## src/rtl/writeback_arbiter.sv

```systemverilog
// Writeback arbiter: merges memory and ALU result streams onto one register-file
// write port and ROB completion bus, buffering ALU results that lose arbitration.
module writeback_arbiter #(
    parameter int ROBINDEX   = 6,
    parameter int FIFO_DEPTH = 4
) (
    input  logic                CLK,
    input  logic                RESET,
    input  logic                FREEZE,
    input  logic                ALU_Valid_IN,
    input  logic [ROBINDEX-1:0] ALU_ROBPointer_IN,
    input  logic [5:0]          ALU_Dest_IN,
    input  logic                ALU_RegWrite_IN,
    input  logic [31:0]         ALU_Data_IN,
    input  logic                MEM_Valid_IN,
    input  logic [ROBINDEX-1:0] MEM_ROBPointer_IN,
    input  logic [5:0]          MEM_Dest_IN,
    input  logic                MEM_RegWrite_IN,
    input  logic [31:0]         MEM_Data_IN,
    output logic [31:0]         write_register_data,
    output logic [5:0]          write_register_index,
    output logic                write_register_flag,
    output logic                Complete_Valid_OUT,
    output logic [ROBINDEX-1:0] Complete_ROBPointer_OUT,
    output logic                ALU_Stall_OUT,
    output logic                Overflow_OUT
);

    localparam int PW = $clog2(FIFO_DEPTH);
    localparam int CW = $clog2(FIFO_DEPTH + 1);

    typedef struct packed {
        logic [ROBINDEX-1:0] rob;
        logic [5:0]          dest;
        logic                rw;
        logic [31:0]         data;
    } wb_ent_t;

    wb_ent_t         fifo_q [FIFO_DEPTH];
    logic [PW-1:0]   rd_ptr;
    logic [PW-1:0]   wr_ptr;
    logic [CW-1:0]   count;

    wb_ent_t alu_ent;
    wb_ent_t mem_ent;
    wb_ent_t sel_ent;
    logic    sel_valid;
    logic    empty;
    logic    full;
    logic    sel_mem;
    logic    sel_fifo;
    logic    sel_alu;
    logic    pop;
    logic    push_req;
    logic    push_ok;
    logic    drop;
    logic    wr_en;

    assign alu_ent = '{ALU_ROBPointer_IN, ALU_Dest_IN, ALU_RegWrite_IN, ALU_Data_IN};
    assign mem_ent = '{MEM_ROBPointer_IN, MEM_Dest_IN, MEM_RegWrite_IN, MEM_Data_IN};

    assign empty    = (count == '0);
    assign full     = (count == CW'(FIFO_DEPTH));
    assign sel_mem  = MEM_Valid_IN;
    assign sel_fifo = !MEM_Valid_IN && !empty;
    assign sel_alu  = !MEM_Valid_IN && empty && ALU_Valid_IN;
    assign pop      = sel_fifo;
    assign push_req = ALU_Valid_IN && !sel_alu;
    // A pop in the same cycle frees the slot, so a full buffer only drops when MEM wins.
    assign push_ok  = push_req && (!full || pop);
    assign drop     = push_req && full && !pop;
    assign wr_en    = !RESET && !FREEZE && push_ok;

    assign ALU_Stall_OUT = (count >= CW'(FIFO_DEPTH - 1));

    always_comb begin
        sel_ent   = '0;
        sel_valid = 1'b0;
        unique case (1'b1)
            sel_mem: begin
                sel_ent   = mem_ent;
                sel_valid = 1'b1;
            end
            sel_fifo: begin
                sel_ent   = fifo_q[rd_ptr];
                sel_valid = 1'b1;
            end
            sel_alu: begin
                sel_ent   = alu_ent;
                sel_valid = 1'b1;
            end
            default: ;
        endcase
    end

    always_ff @(posedge CLK) begin
        if (wr_en) begin
            fifo_q[wr_ptr] <= alu_ent;
        end
    end

    always_ff @(posedge CLK) begin
        if (RESET) begin
            rd_ptr                  <= '0;
            wr_ptr                  <= '0;
            count                   <= '0;
            Overflow_OUT            <= 1'b0;
            write_register_data     <= '0;
            write_register_index    <= '0;
            write_register_flag     <= 1'b0;
            Complete_Valid_OUT      <= 1'b0;
            Complete_ROBPointer_OUT <= '0;
        end else if (FREEZE) begin
            write_register_flag <= 1'b0;
            Complete_Valid_OUT  <= 1'b0;
        end else begin
            write_register_flag <= sel_valid && sel_ent.rw;
            Complete_Valid_OUT  <= sel_valid;
            if (sel_valid) begin
                write_register_data     <= sel_ent.data;
                write_register_index    <= sel_ent.dest;
                Complete_ROBPointer_OUT <= sel_ent.rob;
            end
            if (push_ok) begin
                wr_ptr <= wr_ptr + 1'b1;
            end
            if (pop) begin
                rd_ptr <= rd_ptr + 1'b1;
            end
            unique case ({push_ok, pop})
                2'b10:   count <= count + 1'b1;
                2'b01:   count <= count - 1'b1;
                default: count <= count;
            endcase
            if (drop) begin
                Overflow_OUT <= 1'b1;
            end
        end
    end

endmodule

```

## config.mk

```make
export PLATFORM = sky130hd
export DESIGN_NAME = writeback_arbiter
export DESIGN_NICKNAME = d
export VERILOG_FILES = /design/src/rtl/writeback_arbiter.sv
export SDC_FILE = /design/constraint.sdc
export NUM_CORES = 1
export LEC_CHECK = 0
export ABC_AREA = 0
export ABC_CLOCK_PERIOD_IN_PS = 4800
export BUFFER_PORTS_ARGS = -buffer_cell sky130_fd_sc_hd__buf_4
export CORE_MARGIN = 2
export CORE_UTILIZATION = 61
export DETAILED_ROUTE_END_ITERATION = 12
export PLACE_DENSITY = 0.87
export SLEW_MARGIN = 20
export SYNTH_ARGS = -nofsm -noshare
export SYNTH_HDL_FRONTEND = slang
export SYNTH_SLANG_ARGS = --single-unit
```

## constraint.sdc

```tcl
create_clock -name CLK -period 4.8 [get_ports CLK]
set_clock_uncertainty 0.2 [all_clocks]
set_input_delay 0 -clock CLK [delete_from_list [all_inputs] [get_ports CLK]]
set_output_delay 0 -clock CLK [all_outputs]
set_load 0.03 [all_outputs]
```

==> flow_metrics.py, run 1 <==
metrics = {
    "sta": {
        "drv_slew": 0,
        "rsz0062_at_grt": "no",
        "hold_viol_final": 0,
        "fmax_ghz": 0.2596,
        "worst_pin_slew_ns": 0.9787,
        "finalCritPeriodShare_pct": 80.24,
        "setup_viol": 0,
        "period_needed_ns": 3.851,
        "timing.setup.tns_ns": 0,
        "maxSlewHeadroom_pct": 34.26,
    },
    "hold_path": {
        "min_path_cells": 3,
        "hold_class": "input pin to register",
    },
    "setup_path": {
        "worstPathCellList": "nor4_4 > buf_4 > a32oi_1 > dlygate4sd3_1 > a311oi_1 > dlygate4sd3_1",
        "required_ns": 5.05,
        "cp_max_fo": 30,
        "setup.worst_path.class": "register to register",
        "slowest_delay_ns": 0.90,
        "worst_path_max_delay_cell": "nor4_4",
        "cp_common_cell": "dlygate4sd3_1",
        "start_kind": "register",
        "critPathCaptureType": "register",
        "worst-endpoint-arrival_ns": 4.10,
        "reg2reg_depth": 6,
    },
    "status": {
        "status": "finished, final reports clean",
    },
    "logic_synthesis": {
        "synth_area_leaders": "edfxtp_1 (58%), dfxtp_1 (12%), mux4_2 (11%)",
        "synthesis.nets": 661,
        "ys_async_sr_fraction_pct": 0,
        "syn-instance-count": 561,
        "seq_area_frac_synth_pct": 69.62,
        "yosysTopAreaCell": "edfxtp_1",
        "synth_edf_count": 180,
        "ys_top_cells_by_count": "edfxtp_1 (180), nor2_1 (57), dfxtp_1 (56)",
        "yosysWarnings": 0,
        "synth_area_per_cell_um2": 16.71,
        "ys.flop_type": "edfxtp_1",
        "netlist_area_um2": 9374,
        "yosysTopAreaCellShare_pct": 57.66,
        "synth.most_common_cell": "edfxtp_1",
        "ys_ff_latch": 236,
        "synth_cell_types": 37,
    },
    "global_routing": {
        "grt_usage_pct": 30.76,
        "antenna_found_initial": 2,
        "gr-total-overflow": 0,
        "first_global_vias": 6642,
        "grt_max_degree": 61,
        "grt_pass1_wl_um": 37610,
    },
    "layout": {
        "num-fill-cells": 725,
        "final_cell_area_um2": 12170,
        "drive_gt1_share_pct": 30.01,
        "multi_input_area_um2": 2590,
        "syn_to_final_growth_pct": 29.83,
        "nets": 886,
        "seq_area_um2": 6534,
    },
    "die": {
        "rows": 45,
        "start_util_pct": 62.12,
        "die_h_um": 128.0,
        "io_pins": 143,
        "coreArea_um2": 15090,
        "die_x_um": 128.0,
        "die-area_um2": 16380,
    },
    "power_and_ir_drop": {
        "power.density_nw_per_um2": 371.7,
        "p_leak_nw": 4.169,
        "ir_drop_uv": 283.6,
        "power_mw": 4.523,
    },
    "flow_run": {
        "maxCapViolations": 0,
    },
    "clock_tree": {
        "clk_latency_ns": 0.50,
        "cts_max_path_buffers": 3,
        "path_clk_slew_ns": 0.06,
        "cts_tree": "done",
        "cts_setup_buffers": 0,
        "clockRootBuffer": "clkbuf_16",
        "cts_max_level": 1,
        "clock-sinks": 236,
        "cts_made_buffers": 23,
    },
    "placement": {
        "post-dp-hpwl_um": 12090,
        "io_buffers": 142,
        "place_area_um2": 10450,
        "place.gp.congestion": 0.7350,
    },
    "routing": {
        "drt_iter0_drc": 748,
        "drc": 0,
        "via_per_inst": 6.481,
        "detail_route.wl_per_cell_um": 25.54,
        "dr_total_vias": 6436,
        "wl_um": 25360,
        "final_antenna_net_count": 0,
        "firstDrtPassIters": 5,
    },
}
[timing repair]
item,CTS,global route
endpoints found under the setup margin,0,0
endpoints found under the hold margin,236,0
hold buffers,102,0
resized for setup,0,0
[layer usage]
metal | share of wire (%) | vias to the layer above | GRT usage (%)
met5 | 0 | - | 0
met4 | 4.1 | 0 | 12.41
met3 | 7.9 | 72 | 4.215
met2 | 53 | 437 | 55.17
met1 | 35 | 3203 | 38.02
li1 | - | 2724 | -
[sequential cells by signal, indices dropped and copies added, names as in the netlist, named ones only]
signal,flops
Complete_Valid_OUT,1
write_register_index,6
Complete_ROBPointer_OUT,6
wr_ptr,2
rd_ptr,2
write_register_data,32
write_register_flag,1
count,3
fifo_q,180
Overflow_OUT,1
[layout make-up]
cell class                 instances  area share (%)
multi-input combinational        274           21.28
tap                              188           1.933
timing repair buffer             247           17.50
sequential                       236           53.69
inverter                           4          0.1234
clock buffer                      32           5.007
clock inverter                    10          0.4318
antenna                            2         0.04112
[cell usage in the layout, fill, tap and decap left out, types with 3 or more instances in the layout]
| cell | count |
|---|---|
| clkinv_1 | 4 |
| and2_4 | 4 |
| dlygate4sd3_1 | 102 |
| dfxtp_1 | 54 |
| mux4_2 | 45 |
| a311oi_2 | 10 |
| clkinv_2 | 4 |
| a311oi_1 | 34 |
| xnor2_1 | 5 |
| ha_1 | 4 |
| buf_4 | 144 |
| inv_1 | 4 |
| a32oi_1 | 44 |
| clkbuf_16 | 23 |
| a21oi_1 | 3 |
| nor2_1 | 56 |
| nand2_1 | 45 |
| nor3_1 | 3 |
| clkbuf_1 | 9 |
| edfxtp_1 | 180 |
[stage by stage]
stage / cells / utilization, % / hold WS (ns) / setup slack (ns)
after global routing: 993 / 80.66 / 0.04774 / 0.8282
after CTS: 990 / 80.42 / 0.002518 / 1.165
after floorplan: 561 / - / -0.1011 / 2.036
final: 993 / 80.66 / 0.03863 / 0.9485
after global placement: 846 / 69.24 / 0.009340 / 1.922
after detailed placement: 846 / 69.27 / 0.01721 / 1.829
[power breakdown]
| group | switching [mW] | internal [mW] |
|---|---|---|
| sequential | 0.0527 | 2.25 |
| clock | 0.748 | 0.890 |
| combinational | 0.320 | 0.260 |
| total | 1.12 | 3.40 |
[logic make-up (layout without fill, tap and decap cells)]
logic type | count (synthesis) | in the layout | synth area share, %
DFF | 236 | 236 | 69.62
and+or+nand+nor | 117 | 117 | 5.272
AOI/OAI and AO/OA | 99 | 99 | 9.744
buffers and inverters | 51 | 293 | 3.016
muxes | 47 | 47 | 11.04
xor gates and xnor gates | 6 | 6 | 0.5606
adders and majority gates | 5 | 5 | 0.7475
other | 0 | 2 | 0
[worst max-delay path, delay by kind of cell, from the launching register on]
| kind | cells | cell delay [ns] |
|---|---|---|
| AOI/OAI and AO/OA | 2 | 0.49 |
| buffers and inverters | 3 | 1.76 |
| DFF | 1 | 0.40 |
| and+or+nand+nor | 1 | 0.90 |
[final timing paths]
| check | start | end | slack (ns) |
|---|---|---|---|
| worst min register to register | write_register_data[30]$_SDFFE_PP0P_ | write_register_data[30]$_SDFFE_PP0P_ | 0.30 |
| worst max-delay path | count[2]$_SDFFE_PP0P_ | Complete_ROBPointer_OUT[5]$_SDFFE_PP0P_ | 0.95 |
| worst min-delay path | ALU_Valid_IN | write_register_data[1]$_SDFFE_PP0P_ | 0.04 |
| worst max register to register | count[2]$_SDFFE_PP0P_ | Complete_ROBPointer_OUT[5]$_SDFFE_PP0P_ | 0.95 |
No activity file was read; power rests on OpenSTA's default activity.
==> run 2: changes to the inputs <==
- ABC_CLOCK_PERIOD_IN_PS: 4800 -> 3800
- CORE_UTILIZATION: 61 -> 56
- PLACE_DENSITY: 0.87 -> 0.81
- clock period: 4.8 -> 3.8 ns (I/O delays scaled with it)
==> run 2 against run 1 <==
Against the previous run:
- total power is 30% higher
- global-route usage is 2.7 points lower
- count of clock-buffer cells in the layout shrank 1
- combinational power grew 35%
- final area increased by 4.1%
- wire length down 1.9%
- setup slack got worse by 0.49 ns
- die area increased by 8.6%
- sequential share of layout area down 2.1 points
- register-to-register slack lost 0.33 ns
- first-iteration DRC count shrank 16%
- largest power group unchanged
- highest routed layer unchanged
==> flow_metrics.py, run 2 (synthesis gave the netlist of run 1 again) <==
metrics = {
    "global_routing": {
        "grt_pass1_wl_um": 38010,
        "first_global_vias": 6872,
        "grt_usage_pct": 28.10,
        "grt_max_degree": 61,
        "antenna_found_initial": 1,
        "gr-total-overflow": 0,
    },
    "clock_tree": {
        "clockRootBuffer": "clkbuf_16",
        "clock-sinks": 236,
        "cts_tree": "done",
        "path_clk_slew_ns": 0.08,
        "cts_max_level": 1,
        "cts_max_path_buffers": 3,
        "clk_latency_ns": 0.51,
        "cts_made_buffers": 22,
    },
    "hold_path": {
        "hold_class": "input pin to register",
    },
    "die": {
        "coreArea_um2": 16470,
        "die_h_um": 133.4,
        "start_util_pct": 56.93,
        "die_x_um": 133.4,
        "die-area_um2": 17790,
        "rows": 47,
        "io_pins": 143,
    },
    "sta": {
        "maxSlewHeadroom_pct": 39.21,
        "drv_slew": 0,
        "worst_pin_slew_ns": 0.9118,
        "setup_viol": 0,
        "layout_setup_ws_ns": 0.4608,
        "timing.setup.tns_ns": 0,
        "hold_viol_final": 0,
        "fmax_ghz": 0.2995,
        "rsz0062_at_grt": "no",
        "period_needed_ns": 3.339,
        "finalCritPeriodShare_pct": 87.87,
    },
    "routing": {
        "wl_um": 24870,
        "via_per_inst": 6.168,
        "detail_route.wl_per_cell_um": 23.38,
        "final_antenna_net_count": 0,
        "firstDrtPassIters": 5,
        "drt_iter0_drc": 627,
        "dr_total_vias": 6563,
        "drc": 0,
    },
    "setup_path": {
        "setup.worst_path.class": "input pin to register",
        "critPathCaptureType": "register",
        "start_kind": "input pin",
        "required_ns": 4.05,
        "cp_max_fo": 60,
        "worst-endpoint-arrival_ns": 3.59,
        "worstPathCellList": "dlygate4sd3_1 > buf_4 > nor2_1 > a21oi_4 > buf_12 > nor2_1 > a311oi_1 > dlygate4sd3_1",
        "worst_path_max_delay_cell": "a21oi_4",
        "slowest_delay_ns": 0.77,
    },
    "placement": {
        "place.gp.congestion": 0.7710,
        "dp.cells": 885,
        "place_ws_ns": 1.123,
        "io_buffers": 142,
        "post-dp-hpwl_um": 12480,
    },
    "layout": {
        "fin_cells": 1064,
        "final_common_cell": "edfxtp_1",
        "reg_top3": "fifo_q: 180 flops, write_register_data: 32 flops",
        "largest_register": "fifo_q",
        "seq_area_um2": 6534,
        "multi_input_area_um2": 2585,
        "layout_common_cells": "edfxtp_1 (180), buf_4 (151), dlygate4sd3_1 (135)",
        "num-fill-cells": 893,
        "largest_reg_flops": 180,
        "nets": 927,
        "drive_gt1_share_pct": 30.13,
        "syn_to_final_growth_pct": 35.20,
    },
    "power_and_ir_drop": {
        "ir_drop_uv": 322.5,
        "power.density_nw_per_um2": 464.7,
        "p_leak_nw": 4.425,
    },
    "flow_run": {
        "maxCapViolations": 0,
    },
    "status": {
        "status": "finished, final reports clean",
    },
}
==> run 2: changes by cell type in the layout (fill, tap and decap cells not counted), moves of 2 or more <==
cell / before / now
dlygate4sd3_1: 102 / 135
buf_12: 0 / 3
and2_4: 4 / 0
clkbuf_1: 9 / 4
buf_4: 144 / 151
clkinvlp_4: 0 / 2
clkbuf_8: 0 / 4
and2_2: 0 / 4
==> run 2: metal layers <==
| layer | GRT usage, % | wire [µm] | vias to the layer above |
|---|---|---|---|
| met3 | 3.995 | 1872 | 82 |
| met4 | 13.24 | 1107 | 0 |
| li1 | - | - | 2810 |
| met2 | 49.05 | 12950 | 391 |
| met1 | 34.93 | 8941 | 3280 |
| met5 | 0 | 0 | - |
==> run 2: final timing paths <==
kind	start	to	slack (ns)	cells after the start
hold / removal	ALU_Data_IN[15]	fifo_q[0][15]$_DFFE_PP_	0.04	2
setup reg to reg	count[2]$_SDFFE_PP0P_	write_register_data[15]$_SDFFE_PP0P_	0.62	7
hold reg to reg	Overflow_OUT$_SDFFE_PP0P_	Overflow_OUT$_SDFFE_PP0P_	0.31	2
setup / recovery	MEM_Valid_IN	write_register_data[21]$_SDFFE_PP0P_	0.46	8
==> run 2: repair_timing <==
action,CTS,global route
gates resized for setup,0,0
setup buffers,0,3
hold endpoints to repair,236,0
endpoints found under the setup margin,0,1
hold buffers,135,0
==> run 2: critical path, delay by kind of cell <==
kind | cells | cell delay, ns
AND/OR/NAND/NOR | 2 | 0.37
buffers and inverters | 4 | 2.05
AO/OA/AOI/OAI | 2 | 1.08
==> run 2: per-stage QoR <==
| stage | hold WS, ns | instance area, µm² | power [mW] | utilization (%) |
|---|---|---|---|---|
| floorplan | -0.1011 | 9374 | 3.320 | - |
| detailed placement | 0.01634 | 10570 | 3.574 | 64.16 |
| finish | 0.04298 | 12670 | 5.890 | 76.97 |
| global route | 0.05174 | 12670 | 6.051 | 76.97 |
| CTS | 0.01153 | 12630 | 5.838 | 76.72 |
| global placement | 0.01386 | 10570 | 3.546 | 64.16 |
==> run 2: power breakdown <==
group	leakage, nW	switching (mW)	internal (mW)	total (mW)
clock network	0.348	0.946	1.25	2.20
logic	1.99	0.406	0.376	0.782
registers	2.09	0.0637	2.84	2.91
==> run 2: area by class of cell <==
cell class / instances / share of cell area, %
Inverter: 4 / 0.1185
Sequential cell: 236 / 51.55
Timing Repair Buffer: 289 / 20.08
Clock inverter: 9 / 0.5627
Tap cell: 220 / 2.172
Multi-Input combinational cell: 274 / 20.40
Antenna cell: 1 / 0.01975
Clock buffer: 31 / 5.094
